**config.mk**
```make
export PLATFORM = sky130hd
export DESIGN_NAME = pipe_stage_elastic_flat
export DESIGN_NICKNAME = d
export VERILOG_FILES = /design/src/rtl/pipe_stage_elastic_if.sv /design/src/rtl/pipe_stage_elastic.sv /design/src/flat_wrapper.sv
export SDC_FILE = /design/constraint.sdc
export NUM_CORES = 1
export LEC_CHECK = 0
export CORE_ASPECT_RATIO = 1.2
export CORE_MARGIN = 3
export CORE_UTILIZATION = 45
export CTS_CLUSTER_SIZE = 24
export DETAILED_ROUTE_END_ITERATION = 8
export PLACE_DENSITY = 0.71
export SYNTH_ARGS = -nofsm -noshare
export SYNTH_HDL_FRONTEND = slang
export SYNTH_SLANG_ARGS = --single-unit
```
**constraint.sdc**
```tcl
create_clock -name clk -period 2.5 [get_ports clk]
set_clock_uncertainty 0.15 [all_clocks]
set_input_delay 0.5 -clock clk [delete_from_list [all_inputs] [get_ports clk]]
set_output_delay 0.5 -clock clk [all_outputs]
set_load 0.1 [all_outputs]
```
**src/rtl/pipe_stage_elastic_if.sv**
```systemverilog
// Handshake bundle between a pipeline stage and its neighbours.
// The upstream side is in_*, the downstream side is out_*.
interface pipe_stage_elastic_if #(
   parameter int DATA_W = 64,
   parameter int CTRL_W = 16
);
   logic              in_valid;
   logic              in_ready;
   logic [DATA_W-1:0] in_data;
   logic [CTRL_W-1:0] in_ctrl;
   logic              out_valid;
   logic              out_ready;
   logic [DATA_W-1:0] out_data;
   logic [CTRL_W-1:0] out_ctrl;

   // Environment view: drives the upstream entry and the downstream ready
   modport master (
      output in_valid, in_data, in_ctrl, out_ready,
      input  in_ready, out_valid, out_data, out_ctrl
   );

   // Stage view: accepts upstream entries and presents the main entry
   modport slave (
      input  in_valid, in_data, in_ctrl, out_ready,
      output in_ready, out_valid, out_data, out_ctrl
   );
endinterface

```
**src/rtl/pipe_stage_elastic.sv**
```systemverilog
// Elastic inter-stage pipeline register with a main entry and a skid entry.
// in_ready is decoded from the state register only, so there is no
// combinational path from out_ready back to in_ready. Control bits read as
// zero whenever the stage presents a bubble.
module pipe_stage_elastic #(
   parameter int DATA_W     = 64,
   parameter int CTRL_W     = 16,
   parameter int CLEAR_DATA = 1,
   parameter int CNT_W      = 16
) (
   input  logic                 clk,
   input  logic                 rst_n,
   input  logic                 flush,
   pipe_stage_elastic_if.slave  bus,
   output logic [1:0]           occupancy,
   output logic [CNT_W-1:0]     stall_cnt
);

   typedef enum logic [1:0] {EMPTY, ONE, FULL} state_t;

   localparam logic [CNT_W-1:0] CNT_ONE = {{(CNT_W-1){1'b0}}, 1'b1};
   localparam logic [CNT_W-1:0] CNT_MAX = {CNT_W{1'b1}};

   state_t            state;
   state_t            state_next;
   logic [DATA_W-1:0] main_data;
   logic [CTRL_W-1:0] main_ctrl;
   logic [DATA_W-1:0] skid_data;
   logic [CTRL_W-1:0] skid_ctrl;
   logic              in_fire;
   logic              out_fire;
   logic              load_main_in;
   logic              load_main_skid;
   logic              load_skid_in;
   logic              clear_main;
   logic              clear_skid;

   // Outputs decoded from the state register and the main entry
   always_comb begin
      bus.in_ready  = (state != FULL);
      bus.out_valid = (state != EMPTY);
      bus.out_data  = main_data;
      bus.out_ctrl  = (state != EMPTY) ? main_ctrl : '0;
      in_fire       = bus.in_valid && (state != FULL);
      out_fire      = (state != EMPTY) && bus.out_ready;
      case (state)
         ONE:     occupancy = 2'd1;
         FULL:    occupancy = 2'd2;
         default: occupancy = 2'd0;
      endcase
   end

   // State register; reset drops every held entry immediately
   always_ff @(posedge clk or negedge rst_n) begin
      if (!rst_n) state <= EMPTY;
      else        state <= state_next;
   end

   // Next state and register-load decisions; flush overrides everything and
   // silently discards an entry accepted in the same cycle
   always_comb begin
      state_next     = state;
      load_main_in   = 1'b0;
      load_main_skid = 1'b0;
      load_skid_in   = 1'b0;
      clear_main     = 1'b0;
      clear_skid     = 1'b0;
      if (flush) begin
         state_next = EMPTY;
         clear_main = 1'b1;
         clear_skid = 1'b1;
      end else begin
         case (state)
            EMPTY: begin
               if (in_fire) begin
                  load_main_in = 1'b1;
                  state_next   = ONE;
               end
            end
            ONE: begin
               if (in_fire && out_fire) begin
                  load_main_in = 1'b1;
               end else if (in_fire) begin
                  load_skid_in = 1'b1;
                  state_next   = FULL;
               end else if (out_fire) begin
                  clear_main = 1'b1;
                  state_next = EMPTY;
               end
            end
            FULL: begin
               if (out_fire) begin
                  load_main_skid = 1'b1;
                  clear_skid     = 1'b1;
                  state_next     = ONE;
               end
            end
            default: state_next = EMPTY;
         endcase
      end
   end

   // Main entry registers; emptied slots get zero control (and data if enabled)
   always_ff @(posedge clk or negedge rst_n) begin
      if (!rst_n) begin
         main_data <= '0;
         main_ctrl <= '0;
      end else if (clear_main) begin
         main_ctrl <= '0;
         if (CLEAR_DATA != 0) main_data <= '0;
      end else if (load_main_in) begin
         main_data <= bus.in_data;
         main_ctrl <= bus.in_ctrl;
      end else if (load_main_skid) begin
         main_data <= skid_data;
         main_ctrl <= skid_ctrl;
      end
   end

   // Skid entry registers; catch the entry that arrives while main is stalled
   always_ff @(posedge clk or negedge rst_n) begin
      if (!rst_n) begin
         skid_data <= '0;
         skid_ctrl <= '0;
      end else if (clear_skid) begin
         skid_ctrl <= '0;
         if (CLEAR_DATA != 0) skid_data <= '0;
      end else if (load_skid_in) begin
         skid_data <= bus.in_data;
         skid_ctrl <= bus.in_ctrl;
      end
   end

   // Saturating count of cycles where a valid entry waits on downstream;
   // flush deliberately does not touch it
   always_ff @(posedge clk or negedge rst_n) begin
      if (!rst_n) begin
         stall_cnt <= '0;
      end else if (bus.out_valid && !bus.out_ready && (stall_cnt != CNT_MAX)) begin
         stall_cnt <= stall_cnt + CNT_ONE;
      end
   end

endmodule

```
**src/flat_wrapper.sv**
```systemverilog
// flat-port wrapper written by rule: the top's interface ports become plain ports
module pipe_stage_elastic_flat 
#(
   parameter int DATA_W     = 64,
   parameter int CTRL_W     = 16,
   parameter int CLEAR_DATA = 1,
   parameter int CNT_W      = 16
)
  (clk, rst_n, flush, occupancy, stall_cnt, bus_in_valid, bus_in_data, bus_in_ctrl, bus_out_ready, bus_in_ready, bus_out_valid, bus_out_data, bus_out_ctrl);
  pipe_stage_elastic_if #(.DATA_W(DATA_W), .CTRL_W(CTRL_W)) bus_i ();
  input  logic clk;
  input  logic rst_n;
  input  logic flush;
  output logic [1:0] occupancy;
  output logic [CNT_W-1:0] stall_cnt;
  input wire logic [$bits(bus_i.in_valid)-1:0] bus_in_valid;
  input wire logic [$bits(bus_i.in_data)-1:0] bus_in_data;
  input wire logic [$bits(bus_i.in_ctrl)-1:0] bus_in_ctrl;
  input wire logic [$bits(bus_i.out_ready)-1:0] bus_out_ready;
  output wire logic [$bits(bus_i.in_ready)-1:0] bus_in_ready;
  output wire logic [$bits(bus_i.out_valid)-1:0] bus_out_valid;
  output wire logic [$bits(bus_i.out_data)-1:0] bus_out_data;
  output wire logic [$bits(bus_i.out_ctrl)-1:0] bus_out_ctrl;
  assign bus_i.in_valid = bus_in_valid;
  assign bus_i.in_data = bus_in_data;
  assign bus_i.in_ctrl = bus_in_ctrl;
  assign bus_i.out_ready = bus_out_ready;
  assign bus_in_ready = bus_i.in_ready;
  assign bus_out_valid = bus_i.out_valid;
  assign bus_out_data = bus_i.out_data;
  assign bus_out_ctrl = bus_i.out_ctrl;
  pipe_stage_elastic #(.DATA_W(DATA_W), .CTRL_W(CTRL_W), .CLEAR_DATA(CLEAR_DATA), .CNT_W(CNT_W)) u_core (.clk(clk), .rst_n(rst_n), .flush(flush), .bus(bus_i), .occupancy(occupancy), .stall_cnt(stall_cnt));
endmodule
```
# ---- Yosys cells after proc, flatten, opt, wreduce, memory -nomap -nowiden
# Cells that the tools add are included.
dict set report totals {
  regBits 178
  inputBits 85
  out_inout_bits 100
  wordCells 60
}
dict set report classes {
  n_addsub 1
  n_eq_ne 8
  muxes 34
  n_reduce_logical 11
}
# operator n
set op_table {}
lappend op_table {{$mux 64} 5}
lappend op_table {{$mux 16} 6}
lappend op_table {{$add 16x1->16 const B} 1}
lappend op_table {{$ne 16x16->1 const B} 1}
lappend op_table {{$mux 1} 14}
lappend op_table {{$mux 2} 6}
lappend op_table {{$ne 3x2->1 const B} 2}
lappend op_table {{$pmux 2 s3} 1}
lappend op_table {{$logic_and 1x1->1} 5}
lappend op_table {{$ne 4x2->1 const B} 1}
lappend op_table {{$pmux 2 s2} 1}
lappend op_table {{$reduce_and 4->1} 1}
lappend op_table {{$reduce_bool 2->1} 2}
lappend op_table {{$ne 3x3->1 const B} 1}
lappend op_table {{$reduce_bool 3->1} 1}
lappend op_table {{$eq 2x1->1 const B} 1}
lappend op_table {{$eq 2x2->1 const B} 1}
lappend op_table {{$logic_not 2->1} 1}
lappend op_table {{$ne 2x2->1 const B} 1}
lappend op_table {{$pmux 1 s2} 1}
lappend op_table {{$logic_not 1->1} 1}

# ---- Logic depth before layout (Yosys ltp)
# Gate-level depths: netlist of the first run.
dict set report depth {
  depth_word 8
  depth_mapped 7
  depth_no_buf 5
}

# ---- Least setup slack after synthesis of the first run
# OpenSTA, ideal clock, no wires.
dict set report synth_timing {
  path_kind {reg2out}
  from {reg u_core.state[0]}
  to {out bus_out_ctrl[10]}
  arrival_ns 2.122
  t_required_ns 1.850
  setup_slack_ns -0.272
  stages_incl_launch_ff 5
  path_buffers 2
  path_cell_list {dfrtp_1 > buf_6 > nor2_1 > clkbuf_1 > nor2b_1}
}
dict set report synth_between {
  elab_chain_len 2
}
# element line
set synth_rtl {}
lappend synth_rtl {{start: declaration} pipe_stage_elastic.sv:24} ;# state_t state;
lappend synth_rtl {{start signal: assignment} pipe_stage_elastic.sv:56} ;# else state <= state_next;
lappend synth_rtl {{$reduce_bool 2->1} pipe_stage_elastic.sv:43} ;# bus.out_ctrl = (state != EMPTY) ? main_ctrl : '0;
lappend synth_rtl {{$mux 16} pipe_stage_elastic.sv:43}
lappend synth_rtl {{end: declaration} flat_wrapper.sv:23} ;# output wire logic [$bits(bus_i.out_ctrl)-1:0] bus_out_ctrl;
# Every way passes these cells.

# ---- Worst setup path after layout of the first run
dict set report layout_timing {
  from {reg u_core.state[0]}
  to {out bus_out_ctrl[4]}
}
# The elaborated chain is that of the path after synthesis.

==> results of run 1 <==
power groups by stage:
stage | clock, mW | sequential, mW | combinational [mW]
2_1_floorplan | 0 | 3.74 | 0.507
3_3_place_gp | 0 | 3.17 | 1.59
3_5_place_dp | 0 | 3.18 | 1.61
4_1_cts | 2.53 | 3.13 | 1.62
5_1_grt | 2.66 | 3.15 | 1.68
6_report | 2.47 | 3.13 | 1.60
area by class of cell:
| cell class | count | area, um2 | area share, % |
|---|---|---|---|
| clock inverter | 8 | 83.8 | 0.795 |
| multi-input combinational | 328 | 3080 | 29.2 |
| tap | 216 | 270 | 2.56 |
| inverter | 4 | 17.5 | 0.166 |
| timing repair buffer | 208 | 2180 | 20.6 |
| antenna | 1 | 2.50 | 0.0237 |
| clock buffer | 22 | 454 | 4.31 |
| sequential | 178 | 4460 | 42.3 |
flip-flops by register name, summed over array words and instances, names as in the netlist:
register	cells
u_core.state	2
u_core.main_ctrl	16
u_core.skid_ctrl	16
u_core.bus.out_data	64
u_core.skid_data	64
u_core.stall_cnt	16
synthesized netlist by cell type (all sizes together) (6+ instances only):
| master | instances | share of area (%) |
|---|---|---|
| clkbuf | 10 | 0.47 |
| nand3 | 6 | 0.38 |
| xnor2 | 11 | 1.2 |
| nand2 | 7 | 0.33 |
| o2bb2ai | 80 | 11 |
| buf | 37 | 4.3 |
| nor2b | 17 | 1.4 |
| dfrtp | 178 | 56 |
| nand4 | 7 | 0.55 |
| nor2 | 8 | 0.38 |
| a22o | 80 | 8.9 |
| mux2i | 80 | 10 |
worst reg2reg max path, delay by kind of cell (launching register included):
family,cells,cell delay (ns)
DFF,1,0.49
AOI/OAI and AO/OA,2,0.40
buffers and inverters,1,0.35
muxes,1,0.31
and+or+nand+nor,1,0.20
metal layers:
layer | vias up | GRT usage [%] | share of wire [%]
met2 | 161 | 35.2 | 51
met3 | 24 | 4.34 | 4.7
met4 | 0 | 8.58 | 2.0
met1 | 2828 | 26.3 | 42
met5 | - | 0 | 0
li1 | 2486 | - | -
cell usage in the layout, fill, tap and decap left out, types with 11 or more instances in the layout:
master           synthesis  routed
mux2i_1                 80      80
nor2b_1                 16      16
clkdlybuf4s50_1          0      83
buf_12                   0      32
xnor2_1                 11      11
dfrtp_1                178     176
buf_4                    5      91
a22o_1                  80      80
o2bb2ai_1               50      50
clkbuf_16                0      17
o2bb2ai_2               30      30
cell families after synthesis:
family | count (synthesis)
AOI/OAI and AO/OA | 172
and+or+nand+nor | 60
buffers and inverters | 51
adders and majority gates | 1
xor gates and xnor gates | 13
DFF | 178
muxes | 82
worst paths after layout:
path	to	from	slack, ns	depth (start not counted)
min in group asynchronous	u_core.skid_data[20]	rst_n	0.43	2
max in group asynchronous	u_core.skid_data[43]	rst_n	1.08	3
worst max-delay path	bus_out_ctrl[4]	u_core.state[0]	0.14	4
worst min register to register	u_core.main_ctrl[9]	u_core.main_ctrl[9]	0.34	1
worst max register to register	u_core.bus.out_data[53]	u_core.state[1]	0.48	5
worst min-delay path	u_core.main_ctrl[9]	u_core.main_ctrl[9]	0.34	1
what timing repair did:
action / 4_1_cts / 5_1_grt
gates resized for setup: 1 / 1
setup buffers: 0 / 0
endpoints found under the setup margin: 2 / 1
pin swaps: 0 / 0
hold buffers: 1 / 0
endpoints found under the hold margin: 43 / 0
==> flow_metrics.py, run 1 <==
metrics = {
    "finish": {
        "fin_cells": 965,
        "final_area_um2": 10500,
        "syn_to_final_growth_pct": 33.4,
        "fin_util_pct": 61.8,
        "drive_gt1_share_pct": 26.6,
        "nets": 823,
        "fillers": 1305,
    },
    "place": {
        "port-buffer-count": 184,
        "dpl.hpwl_um": 12800,
        "post_dp_cell_area_um2": 9990,
        "gp_congestion": 0.764,
        "post-place-cells": 933,
        "dp_slack_ns": 0.00434,
    },
    "worst_setup_path": {
        "critPathTopFamily": "flip-flops",
        "cp_slowest_cell": "dfrtp_2",
        "cp_num_buf_inv": 2,
        "cp-end-kind": "output port",
        "cp.required_ns": 1.85,
        "path_class": "flop to output port",
        "start_kind": "flop",
        "path_cells": "nor2_2 -> buf_4 -> nor2b_1 -> buf_12",
        "max_stage_delay_ns": 0.51,
        "worstPathArrival_ns": 1.71,
        "worst-path-max-fanout": 17,
    },
    "die": {
        "fp.dieH_um": 151,
        "die_w_um": 127,
        "die-area_um2": 19200,
        "rows": 52,
        "start_util_pct": 46.4,
        "core_area_um2": 17000,
        "num_io_pins": 185,
    },
    "routing": {
        "via_count": 5499,
        "final_antenna_net_count": 0,
        "drc": 0,
        "via_per_inst": 5.70,
        "first_pass_iters": 4,
        "wl_per_cell_um": 20.4,
        "drt-initial-drc-count": 324,
        "wl_um": 19700,
    },
    "logic_synthesis": {
        "synth_fa_ha_area_share_pct": 0.158,
        "syn_area_per_cell_um2": 14.2,
        "syn_nets": 643,
        "synth_compound_area_share_pct": 21.8,
        "synthDistinctLibCells": 39,
        "netlist_instances": 557,
        "muxShareOfSynthArea_pct": 10.4,
        "synth-simple-area-share_pct": 4.86,
        "seq_area_frac_synth_pct": 56.3,
        "synth-main-ff-cell": "dfrtp_1",
        "async_flop_share_pct": 100,
        "synth_top_family_by_area": "compound AO/OA/AOI/OAI gates",
        "synth_xor_area_share_pct": 1.44,
        "synth_edf_count": 0,
        "netlist_area_um2": 7910,
        "yosysWarnings": 0,
        "ys_ff_latch": 178,
    },
    "timing": {
        "hold_violations": 0,
        "setup_tns_ns": 0,
        "rsz0062_at_grt": "false",
        "fmax_ghz": 0.424,
        "fin_crit_ns": 2.36,
        "worst_slew_pin_slew_ns": 0.458,
        "holdWs_ns": 0.338,
        "drv_slew": 0,
        "fin_ws_ns": 0.140,
        "max-slew-margin-rel_pct": 69.5,
        "setup_viol": 0,
        "period_share_pct": 94.4,
    },
    "clocking": {
        "cts_buffers": 17,
        "clock_path_buffers": 2,
        "clkTransAtPathRegs_ns": 0.06,
        "clk_latency_ns": 0.41,
        "cts_htree_levels": 4,
        "cts_tree": "done",
        "cts_root_buffer": "clkbuf_16",
        "cts.sinks": 178,
    },
    "grt": {
        "grt_pass1_wl_um": 31700,
        "antenna_found_initial": 1,
        "grt_pass1_vias": 6010,
        "track_usage_pct": 20.9,
        "grt_max_degree": 63,
        "grt_overflow": 0,
    },
    "power_and_ir_drop": {
        "ir_drop_mv": 0.936,
        "leakagePower_nw": 4.67,
        "power.density_nw_per_um2": 683,
        "clkPwrFrac_pct": 34.3,
        "power_frac_seq_pct": 43.5,
        "p_int_mw": 4.89,
        "combPwrFrac_pct": 22.2,
        "p_sw_share_pct": 32.1,
        "switchingPower_mw": 2.31,
        "total_power_mw": 7.20,
    },
    "run": {
        "drv_cap": 0,
    },
    "hold_path": {
        "min_path_type": "flop to flop",
    },
    "outcome": {
        "status": "finished, final reports clean",
    },
}
(Power assumes the default switching activity.)
==> inputs of run 2 (changes only) <==
--- a/config.mk
+++ b/config.mk
@@ -11,6 +11,7 @@
 export CTS_CLUSTER_SIZE = 24
 export DETAILED_ROUTE_END_ITERATION = 8
 export PLACE_DENSITY = 0.71
+export SETUP_SLACK_MARGIN = 0.02
 export SYNTH_ARGS = -nofsm -noshare
 export SYNTH_HDL_FRONTEND = slang
 export SYNTH_SLANG_ARGS = --single-unit
==> constraint.sdc (replaced) <==
create_clock -name clk -period 2.45 [get_ports clk]
set_clock_uncertainty 0.15 [all_clocks]
set_input_delay 0.49 -clock clk [delete_from_list [all_inputs] [get_ports clk]]
set_output_delay 0.49 -clock clk [all_outputs]
set_load 0.1 [all_outputs]
==> run 2 against run 1 <==
Against the previous run:
- sequential power up 2%
- register-to-register slack lost 0.04 ns
- global-route usage is 0.20 points lower
- final area is 0.91% higher
- critical path type unchanged
- largest cell class unchanged
==> flow_metrics.py, run 2 (synthesized netlist as in run 1, its figures left out) <==
metrics = {
    "power_and_ir_drop": {
        "combPwrFrac_pct": 22.2,
        "p_sw_share_pct": 33.4,
        "clkPwrFrac_pct": 34.7,
        "power_frac_seq_pct": 43.1,
        "power.density_nw_per_um2": 698,
        "switchingPower_mw": 2.48,
        "ir_drop_mv": 1.05,
        "p_int_mw": 4.94,
        "leakagePower_nw": 4.71,
    },
    "routing": {
        "final_antenna_net_count": 0,
        "via_count": 5513,
        "wl_um": 19500,
        "first_pass_iters": 5,
        "drt-initial-drc-count": 304,
        "drc": 0,
        "wl_per_cell_um": 20.1,
        "via_per_inst": 5.68,
    },
    "worst_setup_path": {
        "worst-path-max-fanout": 17,
        "worstPathArrival_ns": 1.70,
        "cp-end-kind": "output port",
        "start_kind": "flop",
        "cp.required_ns": 1.81,
        "path_class": "flop to output port",
    },
    "grt": {
        "grt_pass1_vias": 5868,
        "track_usage_pct": 20.7,
        "grt_pass1_wl_um": 31600,
        "grt_max_degree": 57,
        "grt_overflow": 0,
        "antenna_found_initial": 0,
    },
    "timing": {
        "drv_slew": 0,
        "worst_slew_pin_slew_ns": 0.520,
        "fin_ws_ns": 0.108,
        "rsz0062_at_grt": "false",
        "max-slew-margin-rel_pct": 65.3,
        "setup_viol": 0,
        "holdWs_ns": 0.331,
        "hold_violations": 0,
        "fin_crit_ns": 2.34,
        "period_share_pct": 95.6,
        "fmax_ghz": 0.427,
    },
    "place": {
        "dp_slack_ns": -0.00841,
        "port-buffer-count": 184,
        "post_dp_cell_area_um2": 10100,
        "post-place-cells": 938,
        "gp_congestion": 0.840,
        "dpl.hpwl_um": 12900,
    },
    "clocking": {
        "cts_buffers": 17,
        "clkTransAtPathRegs_ns": 0.07,
        "cts_setup_buffers": 0,
        "cts.sinks": 178,
        "clk_latency_ns": 0.42,
        "clock_path_buffers": 2,
        "cts_tree": "done",
        "cts_htree_levels": 4,
        "cts_root_buffer": "clkbuf_16",
    },
    "die": {
        "fp.dieH_um": 151,
        "num_io_pins": 185,
        "die-area_um2": 19200,
        "die_w_um": 127,
        "rows": 52,
        "start_util_pct": 46.4,
        "core_area_um2": 17000,
    },
    "hold_path": {
        "min_path_type": "flop to flop",
    },
    "finish": {
        "final_cell_mix": "dfrtp_1, buf_4, clkdlybuf4s50_1",
        "layout_commonest_cell": "dfrtp_1",
        "nets": 828,
        "final_area_um2": 10600,
        "drive_gt1_share_pct": 28.1,
        "syn_to_final_growth_pct": 34.6,
        "fin_util_pct": 62.4,
        "antenna_cells": 0,
        "fin_cells": 971,
    },
    "outcome": {
        "status": "finished, final reports clean",
    },
    "run": {
        "drv_cap": 0,
    },
}
-- run 2: path summary, 6_finish.rpt --
check / to / startpoint / depth (start not counted) / slack [ns]
max: bus_out_ctrl[1] / u_core.state[0] / 4 / 0.11
min: u_core.main_ctrl[8] / u_core.main_ctrl[8] / 1 / 0.33
max reg2reg: u_core.bus.out_data[35] / u_core.state[1] / 5 / 0.44
min reg2reg: u_core.main_ctrl[8] / u_core.main_ctrl[8] / 1 / 0.33
max in group asynchronous: u_core.state[0] / rst_n / 3 / 0.99
min in group asynchronous: u_core.skid_data[22] / rst_n / 2 / 0.44
-- run 2: metrics by stage --
| stage | TNS, ns | power (mW) |
|---|---|---|
| global placement | 0 | 4.88 |
| global route | 0 | 7.70 |
| CTS | 0 | 7.50 |
| floorplan | -3.55 | 4.34 |
| detailed placement | -0.00841 | 4.91 |
| finish | 0 | 7.42 |
-- run 2: worst max-delay path: stages (launching register included) --
cell and delay [ns]:
dfrtp_2 0.52, nor2_2 0.07, buf_4 0.21, nor2b_1 0.27, buf_12 0.22
-- run 2: what timing repair did --
| item | CTS | global route |
|---|---|---|
| hold buffers | 1 | 0 |
| gates resized for setup | 1 | 1 |
| pin swaps | 0 | 0 |
| setup endpoints to repair | 16 | 15 |
| endpoints found under the hold margin | 52 | 0 |
-- run 2: power groups by stage --
stage          Clock [mW]  Sequential [mW]  Combinational, mW
4_1_cts              2.64             3.20               1.66
5_1_grt              2.76             3.22               1.72
3_5_place_dp            0             3.25               1.66
6_report             2.58             3.20               1.65
2_1_floorplan           0             3.82              0.517
3_3_place_gp            0             3.24               1.63
-- run 2: cell type report --
cell class / count / area [um2]
multi-input cells: 328 / 3080
clock inverters: 14 / 120
repair buffers: 213 / 2250
clock buffers: 18 / 439
inverters: 4 / 17.5
flip-flops and latches: 178 / 4460
well taps: 216 / 270
fillers: 1316 / 6410
-- run 2: layer usage --
layer,global-route usage (%),up-vias,wire length (um)
met2,32.9,168,9490
met5,0,-,0
met3,4.30,27,1010
met1,28.1,2822,8580
met4,7.73,0,416
li1,-,2496,-
